`src/rtl/temp_uart_framer.sv`:
```
// Packs 16-bit DS18B20 samples into 5-byte frames (header, seq, hi, lo, checksum)
// and paces them into a UART transmitter at one byte every BYTE_GAP clocks.
module temp_uart_framer #(
  parameter int unsigned BYTE_GAP = 30000,
  parameter logic [7:0]  HEADER   = 8'hA5
) (
  input  logic        clk,
  input  logic        rst_n,
  input  logic        sample_valid,
  input  logic [15:0] sample_data,
  output logic        tx_wr,
  output logic [7:0]  tx_data,
  output logic        busy,
  output logic [7:0]  seq,
  output logic [7:0]  drop_cnt
);

  localparam int unsigned    GW       = $clog2(BYTE_GAP);
  localparam logic [GW-1:0]  GAP_LAST = GW'(BYTE_GAP - 2);

  typedef enum logic [1:0] {IDLE, SEND, GAP} state_t;

  state_t          state;
  logic [2:0]      byte_idx;
  logic [2:0]      next_idx;
  logic [GW-1:0]   gap_cnt;
  logic [7:0]      frame_seq;
  logic [7:0]      data_hi;
  logic [7:0]      data_lo;
  logic [7:0]      checksum;
  logic [7:0]      next_byte;

  assign next_idx = byte_idx + 3'd1;

  always_comb begin
    next_byte = checksum;
    case (next_idx)
      3'd1:    next_byte = frame_seq;
      3'd2:    next_byte = data_hi;
      3'd3:    next_byte = data_lo;
      default: next_byte = checksum;
    endcase
  end

  // SEND is the single cycle tx_wr is high; GAP burns the remaining BYTE_GAP-1 cycles.
  always_ff @(posedge clk) begin
    if (!rst_n) begin
      state     <= IDLE;
      byte_idx  <= '0;
      gap_cnt   <= '0;
      frame_seq <= '0;
      data_hi   <= '0;
      data_lo   <= '0;
      checksum  <= '0;
      tx_wr     <= 1'b0;
      tx_data   <= '0;
      busy      <= 1'b0;
      seq       <= '0;
      drop_cnt  <= '0;
    end else begin
      if (sample_valid && busy && drop_cnt != 8'hFF)
        drop_cnt <= drop_cnt + 8'd1;

      case (state)
        IDLE: begin
          if (sample_valid) begin
            frame_seq <= seq;
            data_hi   <= sample_data[15:8];
            data_lo   <= sample_data[7:0];
            checksum  <= HEADER + seq + sample_data[15:8] + sample_data[7:0];
            seq       <= seq + 8'd1;
            byte_idx  <= '0;
            tx_wr     <= 1'b1;
            tx_data   <= HEADER;
            busy      <= 1'b1;
            state     <= SEND;
          end
        end

        SEND: begin
          tx_wr   <= 1'b0;
          gap_cnt <= '0;
          state   <= GAP;
        end

        GAP: begin
          if (gap_cnt == GAP_LAST) begin
            gap_cnt <= '0;
            if (byte_idx == 3'd4) begin
              busy  <= 1'b0;
              state <= IDLE;
            end else begin
              byte_idx <= next_idx;
              tx_wr    <= 1'b1;
              tx_data  <= next_byte;
              state    <= SEND;
            end
          end else begin
            gap_cnt <= gap_cnt + GW'(1);
          end
        end

        default: state <= IDLE;
      endcase
    end
  end

endmodule
```
`config.mk`:
```
export PLATFORM = sky130hd
export DESIGN_NAME = temp_uart_framer
export DESIGN_NICKNAME = d
export VERILOG_FILES = /design/src/rtl/temp_uart_framer.sv
export SDC_FILE = /design/constraint.sdc
export NUM_CORES = 1
export LEC_CHECK = 0
export ABC_CLOCK_PERIOD_IN_PS = 7950
export BUFFER_PORTS_ARGS = -buffer_cell sky130_fd_sc_hd__buf_2
export CORE_MARGIN = 5
export CORE_UTILIZATION = 45
export CTS_CLUSTER_DIAMETER = 80
export CTS_CLUSTER_SIZE = 20
export DETAILED_ROUTE_END_ITERATION = 10
export PLACE_DENSITY_LB_ADDON = 0.3
export SLEW_MARGIN = 40
export SYNTH_ARGS = -nofsm -noshare
export SYNTH_HDL_FRONTEND = slang
export SYNTH_SLANG_ARGS = --single-unit
```
`constraint.sdc`:
```
create_clock -name clk -period 7.95 [get_ports clk]
set_clock_uncertainty 0.15 [all_clocks]
set_input_delay 0 -clock clk [delete_from_list [all_inputs] [get_ports clk]]
set_output_delay 0 -clock clk [all_outputs]
set_load 0.01 [all_outputs]
```
==> metrics.md <==
| Metric | Value |
|---|---|
| Top post-synthesis cells by area | dfxtp_1 (37%), ha_1 (8.3%), nand2_1 (7.5%) |
| Total power | 0.001074 W |
| Final Max Slew Viols | 0 |
| Via density per instance | 5.299 |
| Tightest Hold Check Type | input port to flip-flop |
| Initial DRC Count | 218 |
| Clk sinks | 78 |
| Synthesis-stage register bit count | 78 |
| Final Core Density | 53.37% |
| Fin. Hold Viols | 0 |
| RSZ-0062 raised after global routing | no |
| NumNets Final | 597 |
| Final setup TNS | 0 ns |
| EDFF count, synth | 0 |
| Post-place setup slack | 4.927 ns |
| Setup repair bufs after CTS | 0 |
| Yosys cell types | 44 |
| Vias | 3,492 |
| H-tree depth | 3 |
| Routed WL per cell | 14.08 um |
| Antenna violations before repair | 0 |
| HPWL Detailed | 6388 um |
| Cts repair resizes | 0 |
| CP max FO | 6 |
| Fmax | 0.3282 GHz |
| Post-synthesis sequential area ratio | 37.00% |
| First-pass GRT wire length | 16,080 um |
| GRT Overall Usage | 17.04% |
| Critical path arrival | 3.14 ns |
| Leak | 2.086 nW |
| Die area | 11,410 um2 |
| Clock buffer depth | 2 |
| Clock transition at path regs | 0.08 ns |
| Num CTS Buffers | 9 |
| Row count | 35 |
| Initial core utilization | 45.89% |
| Port bufs | 44 |
| Gpl congestion | 0.8307 |
| Die width | 106.8 um |
| Area Overhead vs Synth | 16.31% |
| Drt total wl | 9276 um |
| Fin crit period | 3.047 ns |
| Grt ovf | 0 |
| Async SR Flop Fraction | 0% |
| Core Area | 9196 um2 |
| Die height | 106.8 um |
| Area leader, netlist | dfxtp_1 |
| # IOs | 45 |
| Crit path launch type | flip-flop |
| Critical path class | flip-flop to flip-flop |
| Antenna diode count | 0 |
| Largest net degree at the start of global routing | 76 |
| Endpoint class of the critical path | flip-flop |
| Final setup violation count | 0 |
| Worst hold margin | 0.1676 ns |
| Synth Instances | 493 |
| Tcrit/Tclk final | 38.33% |
| Setup WS post-layout | 4.903 ns |
| Share of layout cells above drive strength 1 | 12.59% |
| Relative slew slack | 51.68% |
| Cell Area, Synth | 4220 um2 |
| Max cap viols | 0 |
| Number of global-route vias before repair | 3,456 |
| Synth top area share | 37.00% |
| Syn_area_per_cell | 8.560 um2 |
| Mapped Nets | 547 |
| Final ANT Viol Nets | 0 |
| Worst IR drop on VDD | 0.1341 mV |
| Status | finished clean |
| CTS root buf | clkbuf_8 |
| Detailed Routing Iterations Pass 1 | 6 |
| CTS tree | yes |
| Worst-Skew Late Latency | 0.35 ns |
| CP required | 8.04 ns |
| CTS Hold Bufs | 17 |
| Synth warn | 0 |
| Worst slew pin tran | 0.7227 ns |
| Ys flop type | dfxtp_1 |
| P per Cell Area | 218.8 nW/um2 |
| # DRC | 0 |
-- synthesized netlist by cell type, drive strengths merged, types with 8 or more instances --
library cell / instances
nor2: 27
ha: 28
nand4: 15
inv: 38
and2: 16
dfxtp: 78
nand2: 84
xnor2: 21
clkbuf: 23
xor2: 10
and3: 9
a21boi: 34
a222oi: 8
o21ai: 14
-- report_power, final --
group / internal (W) / switching [W] / total, W
clock network: 0.000187 / 0.000152 / 0.000339
logic: 0.000110 / 0.000162 / 0.000272
registers: 0.000433 / 0.0000302 / 0.000463
total: 0.000730 / 0.000344 / 0.00107
-- registers in the layout, indices dropped and copies added, names as in the netlist --
| register | cells |
|---|---|
| seq | 8 |
| state | 2 |
| data_hi | 8 |
| frame_seq | 8 |
| checksum | 8 |
| byte_idx | 3 |
| data_lo | 8 |
| tx_data | 8 |
| gap_cnt | 15 |
| drop_cnt | 8 |
| busy | 1 |
| tx_wr | 1 |
-- critical path: stages, from the launching register on --
cell	delay [ns]
dfxtp_1	0.40
inv_1	0.08
fa_1	0.49
inv_1	0.04
ha_1	0.28
ha_1	0.23
fa_1	0.44
a211oi_1	0.34
o21bai_1	0.12
a21oi_1	0.18
or3_1	0.13
nand3_1	0.06
-- cell families after synthesis --
logic type | synth area share, %
simple gates | 23.57
compound gates | 15.24
flops | 37.00
buf+inv | 5.663
fa+ha+maj | 11.62
xor+xnor | 6.433
mux | 0.4744
-- stage by stage --
step                      cells  cell area (um2)
after floorplan             493             4220
after global placement      626             4506
after detailed placement    626             4508
after CTS                   659             4908
after global routing        659             4908
final                       659             4908
-- layout by cell type, fill, tap and decap left out, types with 8 or more instances in the layout --
| cell | netlist | final |
|---|---|---|
| a21boi_0 | 33 | 33 |
| a222oi_1 | 8 | 8 |
| and2_1 | 16 | 16 |
| and3_1 | 9 | 9 |
| buf_2 | 2 | 44 |
| clkbuf_8 | 0 | 10 |
| dfxtp_1 | 78 | 78 |
| dlygate4sd3_1 | 0 | 17 |
| ha_1 | 28 | 28 |
| inv_1 | 38 | 38 |
| nand2_1 | 84 | 83 |
| nand4_1 | 15 | 15 |
| nor2_1 | 26 | 26 |
| o21ai_0 | 14 | 14 |
| xnor2_1 | 21 | 21 |
| xor2_1 | 10 | 10 |
-- path summary, 6_finish.rpt --
path / from / endpoint / cells past startpoint / slack (ns)
worst max-delay path: seq[1]$_SDFFE_PN0P_ / checksum[7]$_SDFFE_PN0P_ / 11 / 4.90
worst min-delay path: rst_n / byte_idx[1]$_SDFFE_PN0P_ / 3 / 0.17
worst max register to register: seq[1]$_SDFFE_PN0P_ / checksum[7]$_SDFFE_PN0P_ / 11 / 4.90
worst min register to register: data_lo[5]$_SDFFE_PN0P_ / data_lo[5]$_SDFFE_PN0P_ / 2 / 0.32
-- layout make-up --
type                       instances  area (um2)
timing repair buffer              64       412.9
inverter                          38       142.6
clock buffer                      10       137.6
fill                             861        4288
sequential                        78        1562
clock inverter                     6       92.59
multi-input combinational        352        2422
tap                              111       138.9
-- per-layer routing --
layer	up-vias	GRT usage [%]	wire length, um
met2	65	28.78	4483
met4	0	4.201	89
li1	1773	-	-
met5	-	0	0
met3	6	3.974	371
met1	1648	22.01	4331
(Power assumes the default switching activity.)
